===== config.mk =====
export PLATFORM = sky130hd
export DESIGN_NAME = mem_arbiter
export DESIGN_NICKNAME = d
export VERILOG_FILES = /design/src/rtl/arb_pkg.sv /design/src/rtl/mem_arbiter.sv
export SDC_FILE = /design/constraint.sdc
export NUM_CORES = 1
export LEC_CHECK = 0
export ABC_AREA = 1
export ABC_CLOCK_PERIOD_IN_PS = 1670
export CAP_MARGIN = 20
export CORE_ASPECT_RATIO = 0.5
export CORE_UTILIZATION = 40
export CTS_CLUSTER_SIZE = 40
export DETAILED_ROUTE_END_ITERATION = 10
export PLACE_DENSITY = 0.83
export SLEW_MARGIN = 0
export SYNTH_ARGS = -nofsm -noshare
export SYNTH_HDL_FRONTEND = slang
export SYNTH_SLANG_ARGS = --single-unit

===== constraint.sdc =====
create_clock -name i_clk -period 1.67 [get_ports i_clk]
set_input_delay 0.2505 -clock i_clk [delete_from_list [all_inputs] [get_ports i_clk]]
set_output_delay 0.2505 -clock i_clk [all_outputs]
set_load 0.01 [all_outputs]

===== src/rtl/arb_pkg.sv =====
// Shared definitions for mem_arbiter: state encoding, NOP fill word and
// default starvation/timeout limits.
package arb_pkg;

    typedef enum logic [1:0] {
        IDLE    = 2'd0,
        IF_BUSY = 2'd1,
        DM_BUSY = 2'd2
    } arb_state_e;

    localparam logic [31:0] NOP_INSN       = 32'h0000_0013;
    localparam int          STARVE_MAX_DEF = 4;
    localparam int          TIMEOUT_DEF    = 16;

endpackage


===== src/rtl/mem_arbiter.sv =====
// Fetch/data arbiter in front of a unified single-port memory.
// Define ARB_TIMEOUT_EN to add the mem_ack timeout abort with bus_err.
module mem_arbiter
    import arb_pkg::*;
#(
    parameter int STARVE_MAX = STARVE_MAX_DEF,
    parameter int TIMEOUT    = TIMEOUT_DEF
) (
    input  logic        i_clk,
    input  logic        i_reset,
    input  logic        i_if_req,
    input  logic [31:0] i_if_addr,
    input  logic        i_dm_req,
    input  logic        i_dm_we,
    input  logic [31:0] i_dm_addr,
    input  logic [31:0] i_dm_wdata,
    input  logic [3:0]  i_dm_mask,
    output logic        o_mem_req,
    output logic        o_mem_we,
    output logic [31:0] o_mem_addr,
    output logic [31:0] o_mem_wdata,
    output logic [3:0]  o_mem_mask,
    input  logic        i_mem_ack,
    input  logic [31:0] i_mem_rdata,
    output logic        o_if_valid,
    output logic        o_dm_valid,
    output logic [31:0] o_if_rdata,
    output logic [31:0] o_dm_rdata,
    output logic        o_stall_if,
    output logic        o_stall_dm,
    output logic        o_bus_err
);

    localparam logic [1:0] S_IDLE    = IDLE;
    localparam logic [1:0] S_IF_BUSY = IF_BUSY;
    localparam logic [1:0] S_DM_BUSY = DM_BUSY;

    localparam int             SW         = $clog2(STARVE_MAX + 1);
    localparam logic [SW-1:0]  STARVE_TOP = SW'(STARVE_MAX);

    logic [1:0]    r_state;
    logic [SW-1:0] r_starve;
    logic          r_mem_req;
    logic          r_mem_we;
    logic [31:0]   r_mem_addr;
    logic [31:0]   r_mem_wdata;
    logic [3:0]    r_mem_mask;
    logic          r_if_valid;
    logic          r_dm_valid;
    logic [31:0]   r_if_rdata;
    logic [31:0]   r_dm_rdata;

    logic          w_can_grant;
    logic          w_grant_if;
    logic          w_grant_dm;
    logic          w_abort;

    // The cycle carrying a valid pulse is the turnaround: the finishing
    // requester still shows its old request then, so nothing is granted.
    assign w_can_grant = (r_state == S_IDLE) && !r_if_valid && !r_dm_valid;
    assign w_grant_dm  = w_can_grant && i_dm_req &&
                         !(i_if_req && (r_starve == STARVE_TOP));
    assign w_grant_if  = w_can_grant && i_if_req && !w_grant_dm;

    always_ff @(posedge i_clk) begin
        if (i_reset) begin
            r_state     <= S_IDLE;
            r_mem_req   <= 1'b0;
            r_mem_we    <= 1'b0;
            r_mem_addr  <= 32'h0;
            r_mem_wdata <= 32'h0;
            r_mem_mask  <= 4'h0;
            r_if_valid  <= 1'b0;
            r_dm_valid  <= 1'b0;
            r_if_rdata  <= 32'h0;
            r_dm_rdata  <= 32'h0;
        end else begin
            r_if_valid <= 1'b0;
            r_dm_valid <= 1'b0;
            case (r_state)
                S_IDLE: begin
                    if (w_grant_dm) begin
                        r_state     <= S_DM_BUSY;
                        r_mem_req   <= 1'b1;
                        r_mem_we    <= i_dm_we;
                        r_mem_addr  <= i_dm_addr;
                        r_mem_wdata <= i_dm_wdata;
                        r_mem_mask  <= i_dm_mask;
                    end else if (w_grant_if) begin
                        r_state     <= S_IF_BUSY;
                        r_mem_req   <= 1'b1;
                        r_mem_we    <= 1'b0;
                        r_mem_addr  <= i_if_addr;
                        r_mem_wdata <= 32'h0;
                        r_mem_mask  <= 4'hF;
                    end
                end
                S_IF_BUSY: begin
                    if (i_mem_ack || w_abort) begin
                        r_if_rdata <= i_mem_ack ? i_mem_rdata : NOP_INSN;
                        r_if_valid <= 1'b1;
                        r_state    <= S_IDLE;
                        r_mem_req  <= 1'b0;
                        r_mem_we   <= 1'b0;
                    end
                end
                S_DM_BUSY: begin
                    if (i_mem_ack) begin
                        if (!r_mem_we) begin
                            r_dm_rdata <= i_mem_rdata;
                        end
                        r_dm_valid <= 1'b1;
                        r_state    <= S_IDLE;
                        r_mem_req  <= 1'b0;
                        r_mem_we   <= 1'b0;
                    end else if (w_abort) begin
                        r_dm_rdata <= NOP_INSN;
                        r_dm_valid <= 1'b1;
                        r_state    <= S_IDLE;
                        r_mem_req  <= 1'b0;
                        r_mem_we   <= 1'b0;
                    end
                end
                default: begin
                    r_state   <= S_IDLE;
                    r_mem_req <= 1'b0;
                    r_mem_we  <= 1'b0;
                end
            endcase
        end
    end

    // Consecutive data grants seen while a fetch is waiting.
    always_ff @(posedge i_clk) begin
        if (i_reset) begin
            r_starve <= '0;
        end else if (w_grant_if || !i_if_req) begin
            r_starve <= '0;
        end else if (w_grant_dm && (r_starve != STARVE_TOP)) begin
            r_starve <= r_starve + 1'b1;
        end
    end

`ifdef ARB_TIMEOUT_EN
    localparam int            TW      = $clog2(TIMEOUT + 1);
    localparam logic [TW-1:0] TMO_END = TW'(TIMEOUT - 1);

    logic [TW-1:0] r_tmo;
    logic          r_bus_err;

    assign w_abort = (r_state != S_IDLE) && !i_mem_ack && (r_tmo == TMO_END);

    always_ff @(posedge i_clk) begin
        if (i_reset) begin
            r_tmo     <= '0;
            r_bus_err <= 1'b0;
        end else begin
            r_bus_err <= w_abort;
            if ((r_state == S_IDLE) || i_mem_ack || w_abort) begin
                r_tmo <= '0;
            end else begin
                r_tmo <= r_tmo + 1'b1;
            end
        end
    end

    assign o_bus_err = r_bus_err;
`else
    assign w_abort   = 1'b0;
    assign o_bus_err = 1'b0;
`endif

    assign o_mem_req   = r_mem_req;
    assign o_mem_we    = r_mem_we;
    assign o_mem_addr  = r_mem_addr;
    assign o_mem_wdata = r_mem_wdata;
    assign o_mem_mask  = r_mem_mask;
    assign o_if_valid  = r_if_valid;
    assign o_dm_valid  = r_dm_valid;
    assign o_if_rdata  = r_if_rdata;
    assign o_dm_rdata  = r_dm_rdata;
    assign o_stall_if  = i_if_req & ~r_if_valid;
    assign o_stall_dm  = i_dm_req & ~r_dm_valid;

endmodule


# Word level (Yosys, flattened, before mapping)
# Index checks and enable logic that the tools add are counted.
dict set report word_totals {
  register_bits 141
  out_inout_bits 139
  wordCells 67
}
dict set report classes {
  mux 18
  n_bitwise 7
  n_reduce_logical 24
  add_sub_neg 1
  n_eq_ne 6
}
# op count
set op_table {}
lappend op_table {{two-way mux 32 bit} 4}
lappend op_table {{logical AND 1 bit} 8}
lappend op_table {{two-way mux 4 bit} 2}
lappend op_table {{OR reduction 2 bit} 4}
lappend op_table {{two-way mux 1 bit} 6}
lappend op_table {{two-way mux 2 bit} 3}
lappend op_table {{!= test 3 bit (second input constant)} 2}
lappend op_table {{AND reduction 2 bit} 3}
lappend op_table {{zero test 1 bit} 5}
lappend op_table {{inverter 1 bit} 5}
lappend op_table {{one-hot mux 1 bit (2 select lines)} 2}
lappend op_table {{one-hot mux 2 bit (2 select lines)} 1}
lappend op_table {{adder 3 x 1 -> 3 bit (second input constant)} 1}
lappend op_table {{== test 3 bit (second input constant)} 1}
lappend op_table {{AND reduction 3 bit} 1}
lappend op_table {{bitwise AND 1 bit} 2}
lappend op_table {{== test 2 x 1 -> 1 bit (second input constant)} 1}
lappend op_table {{== test 2 bit (second input constant)} 1}
lappend op_table {{zero test 2 bit} 1}
lappend op_table {{!= test 2 x 1 -> 1 bit (second input constant)} 1}
lappend op_table {{nonzero test 2 bit} 1}
lappend op_table {{logical OR 1 bit} 1}

# Depth between registers and ports, before layout
# Gate-level depths: netlist (run 1).
dict set report depth {
  ltp_word 10
  depth_mapped 12
  ltp_nobuf 11
}

# Worst setup path after synthesis (run 1)
# No wires, ideal clock.
dict set report synth_path {
  kind {register -> register}
  start {register r_state[0]}
  end {register r_mem_addr[26] (netlist: o_mem_addr[26])}
  path_buffers 2
  required_time_ns 1.560
  path_slack_ns 0.151
  stages_incl_launch_ff 12
  arrival_time_ns 1.409
  setup_ns 0.110
  cell_sequence {dfxtp_1 > inv_1 > ha_1 > inv_2 > nor2_4 > nand3_4 > buf_2 > buf_2 > nand3_1 > nand3_1 > nand2_1 > inv_1}
}
dict set report synth_via {
  elab_chain_len 9
  word_cells_on_any_way 11
}
# element line_no
set synth_lines {}
lappend synth_lines {{from (decl)} mem_arbiter.sv:41} ;# logic [1:0] r_state;
lappend synth_lines {{from (signal assigned)} mem_arbiter.sv:67} ;# r_state <= S_IDLE;
lappend synth_lines {{from (signal assigned)} mem_arbiter.sv:83} ;# r_state <= S_DM_BUSY;
lappend synth_lines {{from (signal assigned)} mem_arbiter.sv:90} ;# r_state <= S_IF_BUSY;
lappend synth_lines {{zero test 2 bit *} {mem_arbiter.sv:60, mem_arbiter.sv:80}}
lappend synth_lines {{logical AND 1 bit (2 in series)} mem_arbiter.sv:60} ;# assign w_can_grant = (r_state == S_IDLE) && !r_if_valid && !r_dm_valid;
lappend synth_lines {{logical AND 1 bit (2 in series)} mem_arbiter.sv:61} ;# assign w_grant_dm = w_can_grant && i_dm_req &&
lappend synth_lines {{zero test 1 bit} mem_arbiter.sv:63} ;# assign w_grant_if = w_can_grant && i_if_req && !w_grant_dm;
lappend synth_lines {{logical AND 1 bit} mem_arbiter.sv:63}
lappend synth_lines {{nonzero test 2 bit (no source line)} n/a}
lappend synth_lines {{AND reduction 2 bit (no source line)} n/a}
lappend synth_lines {{to (signal assigned)} mem_arbiter.sv:86} ;# r_mem_addr <= i_dm_addr;
lappend synth_lines {{to (signal assigned)} mem_arbiter.sv:93} ;# r_mem_addr <= i_if_addr;
lappend synth_lines {{to (decl)} mem_arbiter.sv:45} ;# logic [31:0] r_mem_addr;
# Every way passes the cells marked *; elsewhere a longest branch is shown, timed or not.
# A chain may end at the register's enable or synchronous reset.

# Final worst setup path (run 1)
dict set report layout_path {
  start {register r_starve[0]}
  end {register r_mem_addr[0] (netlist: o_mem_addr[0])}
}
dict set report layout_via {
  elab_chain_len 8
  word_cells_on_any_way 9
}
# element line_no
set layout_lines {}
lappend layout_lines {{from (decl)} mem_arbiter.sv:42} ;# logic [SW-1:0] r_starve;
lappend layout_lines {{from (signal assigned)} mem_arbiter.sv:140} ;# r_starve <= r_starve + 1'b1;
lappend layout_lines {{== test 3 bit *} mem_arbiter.sv:62} ;# !(i_if_req && (r_starve == STARVE_TOP));
lappend layout_lines {{logical AND 1 bit *} mem_arbiter.sv:62}
lappend layout_lines {{zero test 1 bit *} mem_arbiter.sv:62}
lappend layout_lines {{logical AND 1 bit *} mem_arbiter.sv:61}
lappend layout_lines {{zero test 1 bit} mem_arbiter.sv:63}
lappend layout_lines {{logical AND 1 bit} mem_arbiter.sv:63}
lappend layout_lines {{nonzero test 2 bit (no source line)} n/a}
lappend layout_lines {{AND reduction 2 bit (no source line)} n/a}
# Marked as above.

==> results of run 1 <==
## tightest hold or removal path: cells and delay by family
family / cells / cell delay (ps)
buffers and inverters: 1 / 390
and+or+nand+nor: 1 / 60
AOI/OAI and AO/OA: 1 / 50
## final cells by class
cell class | instances | area (sq um) | area share [%]
clock buffer | 18 | 429 | 4.63
clock inverter | 14 | 128 | 1.38
inverter | 47 | 190 | 2.05
multi-input combinational | 507 | 2290 | 24.7
sequential | 141 | 2830 | 30.5
tap | 170 | 213 | 2.30
timing repair buffer | 310 | 3190 | 34.4
## layer usage
metal  up-vias  GRT usage (%)
li1       2914              -
met1      2724           26.9
met2       214           42.9
met3        46           6.46
met4         0           11.8
met5         -              0
## state kept, by name (all words and copies together), names as in the netlist, 2 cells and up
name / flops
o_mem_addr: 32
r_starve: 3
o_if_rdata: 32
o_mem_mask: 4
r_state: 2
o_dm_rdata: 32
o_mem_wdata: 32
## cell families after synthesis
kind of cell / after synthesis
AOI/OAI and AO/OA: 107
adders and majority gates: 5
buffers and inverters: 95
DFF: 141
other: 1
and+or+nand+nor: 394
## placed cells by master, fill, tap and decap left out, drive strengths merged, types with 5 or more instances in the layout
cell / n
dfxtp: 141
clkdlybuf4s50: 273
o21ai: 68
nand3: 71
nand2: 177
ha: 5
a21oi: 39
buf: 31
clkinvlp: 5
clkbuf: 22
inv: 54
nor2: 143
## power groups by stage
stage	clock [mW]	sequential [mW]	combinational, mW
2_1_floorplan	0	4.20	1.19
3_3_place_gp	0	4.01	2.83
3_5_place_dp	0	4.03	2.89
4_1_cts	3.61	3.96	2.92
5_1_grt	3.78	4.02	3.47
6_report	3.56	3.97	3.21
## per-stage QoR
step	setup slack [ps]	area, sq um
after floorplan	151	5450
after global placement	-90.8	8450
after detailed placement	-89.3	8450
after CTS	12.0	9020
after global routing	-148	9260
final	-41.8	9260
## what timing repair did
action / 4_1_cts / 5_1_grt
buffers inserted: 0 / 6
gates cloned: 0 / 4
pin swaps: 0 / 5
gates resized for setup: 5 / 30
setup endpoints to repair: 32 / 53
## final timing paths
check        slack (ps)                   startpoint                            to
max                 -40     r_starve[0]$_SDFFE_PP0P_    o_mem_addr[0]$_SDFFE_PP0P_
min                 400               i_dm_wdata[24]  o_mem_wdata[24]$_SDFFE_PP0P_
max reg2reg         -40     r_starve[0]$_SDFFE_PP0P_    o_mem_addr[0]$_SDFFE_PP0P_
min reg2reg         460  o_mem_wdata[1]$_SDFFE_PP0P_   o_mem_wdata[1]$_SDFFE_PP0P_
==> results.md, run 1 <==
Run status:
- The run finished, with violations left.
- The final reports fail on negative setup slack.

Pwr:
- The leakage power is 3.93 nW.
- The power per standard cell area is 1160 nW/um^2.
- Internal power comes to 7.39 mW.
- Summed over all nets, the switching power comes to 3.35 mW.
- After layout, the design draws a total of 10.7 mW.
- Combinational logic is responsible for 29.9% of the overall power.
- The net switching share of the total power is 31.2%.
- Sequential cells burn 36.9% of the power.
- The worst-case vdd ir drop is 0.766 mV.
- In this run, the clock network consumes 33.2% of the power.

Detailed routing:
- The count of antenna-violating nets left after detailed routing is 0.
- Dividing the detail-routed wire length by the instance count gives 14.7 microns.
- The number of violations reported at the end of detailed-routing iteration 0 is 357.
- After detailed routing, the met2 layer carries 8940 microns of wire.
- The routed design has 17800 microns of wire.
- The detail-routed via count per cell is 4.89.
- After detailed routing, the wire length on met1 is 7200 microns.
- The number of detailed-route iterations in the first pass is 5.
- Wire segments on met3 add up to 1090 microns in the final route.
- For this block, the via count after detailed routing is 5898.
- After detailed routing, the number of remaining DRC violations is 0.
- The uppermost layer routed is met4.

Clock tree:
- The CTS tree is done.
- Buffers inserted during clock tree synthesis total 17.
- The number of sinks driven by the clock tree is 141.
- The root cell of the clock tree is clkbuf_16.
- After clock tree synthesis, the clock-pin slew on the worst setup and hold paths is 70 ps.
- The quantity of hold-fixing buffers added after cts is 0.
- The clock tree buffer depth is 2.
- The H-tree was split into 4 levels.
- At the later pin of the worst-skew pair, clock insertion delay measures 410 ps.

Logic synthesis:
- Synthesis produced a netlist whose cell count is 743.
- The cell area after technology mapping is 5450 sq um.
- During synthesis, Yosys emitted a total of 0 warnings.
- The top-area cell type share of the netlist area is 51.8%.
- The post-synthesis mux area share is 0%.
- Summing the areas of all compound-gate instances in the mapped netlist gives 9.82% of the synthesized area.
- The largest family of logic cells by synthesized area is simple AND/OR/NAND/NOR gates.
- Among all flip-flop cells after synthesis, the most frequent one is dfxtp_1.
- The simple-gate share of the synthesized area is 29.4%.
- Counting flops with a built-in enable in the synthesized netlist gives 0.
- Counting every net in the synthesized netlist gives 886.
- The fraction of registers with async set or reset after synthesis is 0%.
- Of the total synthesized cell area, the portion taken by full adders, half adders and majority gates is 1.15%.
- The sequential area share after synthesis is 51.8%.
- The largest total area in the synthesized netlist belongs to dfxtp_1.
- A synthesized cell averages 7.34 sq um.
- The distinct cell type count of the synthesized netlist is 23.
- Sorting the synthesized cells by how often they occur yields nand2_1 (175), dfxtp_1 (141), nor2_1 (141), nand3_1 (70), o21ai_0 (68).
- The flop and latch count out of synthesis is 141.
- Ranked by total cell area, the synthesized netlist is headed by dfxtp_1 (52%), nand2_1 (12%), nor2_1 (9.7%), nand3_1 (6.4%), o21ai_0 (6.2%).
- Summing the areas of all xor and xnor instances in the mapped netlist gives 0% of the synthesized area.
- The most common cell in the synthesized netlist is nand2_1.

Die:
- In this run the core area contains 29 standard-cell rows.
- For this design the top-level I/O count stands at 277.
- The floorplan step defined a die boundary enclosing 14100 sq um.
- The placeable core region is 13000 sq um.
- The die is 84.6 microns tall.
- From left edge to right edge, the die measures 167 microns.
- The initial core utilization is 42.0%.

GRT:
- For this run, the total global-route usage over all layers was measured as 24.1%.
- The residual overflow from global routing is 0.
- The wire length of the first global-routing pass is 27400 microns.
- The number of antenna violations at the first check in global routing is 0.
- The number of global-route vias before repair was 5685.
- Entering global routing, the biggest net connects 65 pins.

Hold path:
- The count of cells along the worst hold path is 3.
- The worst min-delay path class is input pin to register.

Timing:
- The hold slack is 399 ps.
- After layout, the worst path uses 103% of the clock period.
- The count of final hold-check violations came to 0.
- The aggregate negative setup slack is -130 ps.
- The smallest setup slack after layout is -41.8 ps.
- Counting I/O delays and the setup requirement, the final critical path takes 1710 ps.
- The final count of pins violating max slew is 0.
- Setup repair after global routing could not meet its margin everywhere.
- For this run, the top clock speed supported by timing is 584 MHz.
- Between clock sinks in the finished design, the worst skew comes to 14.7 ps.
- Setup violations remaining at the end of the flow were counted as 5.

Setup path:
- Along the worst path, the maximum fanout reaches 13.
- On the critical path the largest part of the delay comes from simple AND/OR/NAND/NOR gates.
- The kind of critical path is register to register.
- The arrival time of the worst setup path is 2020 ps.
- The worst setup path is launched from a register.
- Among all stages on the critical path, the largest delay is contributed by dfxtp_1.
- The data required time of the worst path is 1980 ps.
- Traced cell by cell, the critical path runs through inv_1 > ha_1 > nand3_1 > nand3_4 > nand2_4 > inv_8 > buf_12 > nand2_1 > nand3_1 > nand2_1 > inv_1.
- The depth of the worst register-to-register path is 11.
- The worst setup path is captured at a register.
- The depth of the critical timing path with buffers and inverters included is 11.
- In this design, the stage delay of the slowest critical-path cell is 370 ps.
- The critical path contains buffers and inverters numbering 4 combined.

Layout:
- The filler cells instantiated in the layout total 976.
- The antenna diode instance count is 0.
- After the last flow step, the layout net total stands at 1167.
- After the flow finishes, the layout carries non-filler instances totaling 1207.
- The end-of-flow core utilization is 71.3%.
- From synthesis to final layout, the design area changed by 69.8%.
- In the final layout, the share of cells above drive strength 1 is 9.26%.

Placement:
- The quantity of I/O buffers inserted on ports is 275.
- The number of cells after detailed placement is 1165.
- Once detailed placement completed, the half-perimeter wirelength came to 12200 microns.
- The congestion estimate from routability-driven global placement came to 0.800.

Job:
- Max-cap violations in this run came to 0.
No activity file was read; power rests on OpenSTA's default activity.
==> run 2: changes to the inputs <==
--- a/config.mk
+++ b/config.mk
@@ -17,3 +17,4 @@
 export SYNTH_ARGS = -nofsm -noshare
 export SYNTH_HDL_FRONTEND = slang
 export SYNTH_SLANG_ARGS = --single-unit
+export TNS_END_PERCENT = 100
==> results of run 2 <==
Final layout, timing and power as in run 1 (identical DEF).
==> run 3: changes to the inputs <==
--- a/config.mk
+++ b/config.mk
@@ -12,7 +12,8 @@
 export CORE_UTILIZATION = 40
 export CTS_CLUSTER_SIZE = 40
 export DETAILED_ROUTE_END_ITERATION = 10
-export PLACE_DENSITY = 0.83
+export DONT_BUFFER_PORTS = 1
+export PLACE_DENSITY = 0.57
 export SLEW_MARGIN = 0
 export SYNTH_ARGS = -nofsm -noshare
 export SYNTH_HDL_FRONTEND = slang
==> run 3 against run 2 <==
Net effect:
- the run now ends clean
- clock skew is 0.85 ps lower
- flip-flop and latch count stayed put
- sequential share of layout area is 9.7 points higher
- register-to-register slack better by 140 ps
- via count decreased by 18%
- count of clock-buffer cells in the layout stayed put
- non-clock buffer count shrank 218
- setup slack better by 140 ps
- core utilization fell by 17 points
- critical endpoint is now o_mem_addr[27]$_SDFFE_PP0P_
- highest routed layer unchanged
==> results.md, run 3 (same netlist as run 1, synthesis figures left out) <==
Run status:
- The run finished with clean final reports.

Layout:
- Counting the fill cells in the layout gives 1233.
- In the layout the commonest cells are nand2_1 (173), nor2_1 (140), dfxtp_1 (138), o21ai_0 (68), nand3_1 (68).
- The most common cell after layout, fill and taps aside is nand2_1.
- Of the cells placed in the final design, the portion with a size suffix greater than 1 is 9.89%.
- The area growth from synthesis to layout is 28.9%.
- For this run, the post-layout net count is 949.
- The antenna diode instance count is 0.
- The end-of-flow core utilization is 54.1%.

Setup path:
- The signal on the critical path passes through inv_2 > ha_4 > inv_2 > nor2_4 > nand3_4 > nand2_4 > inv_6 > clkbuf_16 > nand2_1 > nand3_1 > nand2_1 > inv_1.
- The largest single stage delay on the critical path is 330 ps.
- The data required time of the worst path is 1970 ps.
- The family with the most delay on the worst path is simple AND/OR/NAND/NOR gates.
- The critical path launch point type is a register.
- The arrival time of the worst setup path is 1880 ps.
- The buffers plus inverters on the worst setup path is 5.
- By startpoint and endpoint, the worst setup path is classified as register to register.
- The slowest stage of the critical path belongs to the cell dfxtp_2.
- Of all nets on the critical path, the largest fanout is 18.
- The worst setup path is captured at a register.

Clock tree:
- The clock tree buffer depth is 2.
- TritonCTS built the clock tree.
- The number of buffers added by the clock tree synthesis step is 17.
- The clock transition at the registers of the reported paths is 70 ps.
- The H-tree depth is 4.
- The tree is rooted in a clkbuf_16.
- For the worst-skew pair, the clock arrives at the later sink with an insertion delay of 410 ps.
- For this design, the sink count on the clock tree is 141.

Timing:
- For this run, the top clock speed supported by timing is 635 MHz.
- The time the final worst path needs with I/O delays and setup is 1580 ps.
- The final count of pins violating max slew was 0.
- The worst clock skew is 13.9 ps.
- The smallest setup slack after layout is 94.1 ps.
- The count of final setup violators is 0.
- The part of the cycle the worst path needs is 94.4%.
- The count of final hold-check violations is 0.

Detailed routing:
- After detailed routing, the number of remaining DRC violations is 0.
- The number of violations reported at the end of detailed-routing iteration 0 is 237.
- The number of detailed-route iterations in the first pass is 4.
- The final routed wire length divided by cell count is 15.4 microns.
- In this run the remaining antenna-violating nets after routing total 0.
- Using the TritonRoute via totals, the vias-per-cell ratio works out to 4.91.
- For this block, the routed nets add up to 15200 microns of wire.
- The routed layout has 4853 vias.

Die:
- The floorplan die height is 84.6 microns.
- The die covers 14100 sq um.
- During I/O placement, the number of pins put on the boundary was 277.
- The cell row count is 29.
- The initial core utilization is 42.0%.
- The die is 167 microns wide.
- The placeable core region is 13000 sq um.

GRT:
- The busiest metal layer after global routing is met2.
- The met1 routing resource usage after global routing is 24.9%.
- The residual overflow from global routing is 0.
- The overall routing resource usage is 21.4%.
- The first global-routing pass estimated 24100 microns of wire.
- The number of antenna violations at the first check in global routing is 0.
- The number of global-route vias before repair is 4770.
- For met2 alone, demand over resource in global routing was 36.9%.
- The pin count of the biggest net entering global routing is 65.
- Global routing consumed, on the met3 layer, 6.74% of the routing resources.

Pwr:
- Dividing total power by cell area gives a power density of 1400 nW/um^2.
- The proportion of power drawn by combinational gates is 18.4%.
- Cell internal power was estimated by the tool at 6.81 mW.
- The worst-case vdd ir drop is 0.738 mV.
- The part of the total power dissipated in sequential elements is 42.9%.
- The switching power total is 3.05 mW.
- The clock group share of total power is 38.7%.
- The leakage power is 3.13 nW.
- The net switching share of the total power is 31.0%.

Job:
- The max capacitance violation total is 0.

Placement:
- The estimated wirelength of the detail-placed design is 9780 microns.
- In this run the tool buffered the top-level ports with 0 buffer cells.
- Before CTS, the worst setup slack after placement is 41.7 ps.
- Routability-driven placement finished with a final weighted congestion of 0.746.

Hold path:
- In this run the worst hold path is classified as input pin to register.
-- run 3: cell count changes in the layout (fill, tap and decap cells not counted), moves of 2 or more --
cell	before	now
nand2_1	171	173
clkinvlp_4	5	1
buf_4	21	18
inv_6	4	6
clkbuf_16	21	19
inv_8	5	2
clkdlybuf4s50_1	273	0
clkinv_2	0	3
nand3_2	8	2
dlygate4sd3_1	0	64
nand3_1	62	68
dlygate4sd2_1	2	0
bufinv_16	0	2
-- run 3: metrics by stage --
stage	total power [mW]	setup TNS, ps	instance area (sq um)	hold WS (ps)	cells
floorplan	5.38	0	5450	385	743
global placement	5.77	0	5650	323	888
detailed placement	5.81	0	5650	324	888
CTS	9.80	0	6910	0.562	985
global route	10.4	-212	7030	0.402	989
finish	9.86	0	7030	13.1	989
-- run 3: path summary, 6_finish.rpt --
kind | start | end | slack, ps | cells after the start
hold / removal | i_mem_rdata[16] | o_if_rdata[16]$_SDFFE_PP0P_ | 10 | 2
setup reg to reg | r_state[1]$_SDFFE_PP0P_ | o_mem_addr[27]$_SDFFE_PP0P_ | 90 | 12
setup / recovery | r_state[1]$_SDFFE_PP0P_ | o_mem_addr[27]$_SDFFE_PP0P_ | 90 | 12
hold reg to reg | r_starve[0]$_SDFFE_PP0P_ | r_starve[0]$_SDFFE_PP0P_ | 480 | 2
-- run 3: worst reg2reg max path, cell delays in order, from the launching register on --
cell and delay (ps):
dfxtp_2 330, inv_2 80, ha_4 160, inv_2 40, nor2_4 150, nand3_4 140, nand2_4 130, inv_6 60
clkbuf_16 180, nand2_1 60, nand3_1 60, nand2_1 50, inv_1 30
-- run 3: what timing repair did --
action,4_1_cts,5_1_grt
gates resized for setup,0,18
setup buffers,0,2
setup endpoints to repair,0,66
endpoints found under the hold margin,80,0
hold buffers,65,0
-- run 3: cell type report --
type                            instances  area, sq um  share of cell area [%]
Clock inverter                         14          158                    2.24
Inverter                               47          184                    2.62
Clock buffer                           18          439                    6.25
Tap cell                              170          213                    3.03
Timing Repair Buffer                   92          968                    13.8
Sequential cell                       141         2830                    40.2
Multi-Input combinational cell        507         2240                    31.9
-- run 3: power by group through the flow --
stage / combinational, mW / sequential (mW) / clock, mW
5_1_grt: 2.07 / 4.27 / 4.07
3_3_place_gp: 1.48 / 4.30 / 0
4_1_cts: 1.66 / 4.23 / 3.91
3_5_place_dp: 1.51 / 4.30 / 0
6_report: 1.81 / 4.23 / 3.81
2_1_floorplan: 1.19 / 4.20 / 0
-- run 3: routing by layer --
metal / part of all wire, % / vias to the layer above
li1: - / 2475
met1: 42 / 2191
met2: 49 / 165
met3: 7.6 / 22
met4: 1.6 / 0
met5: 0 / -
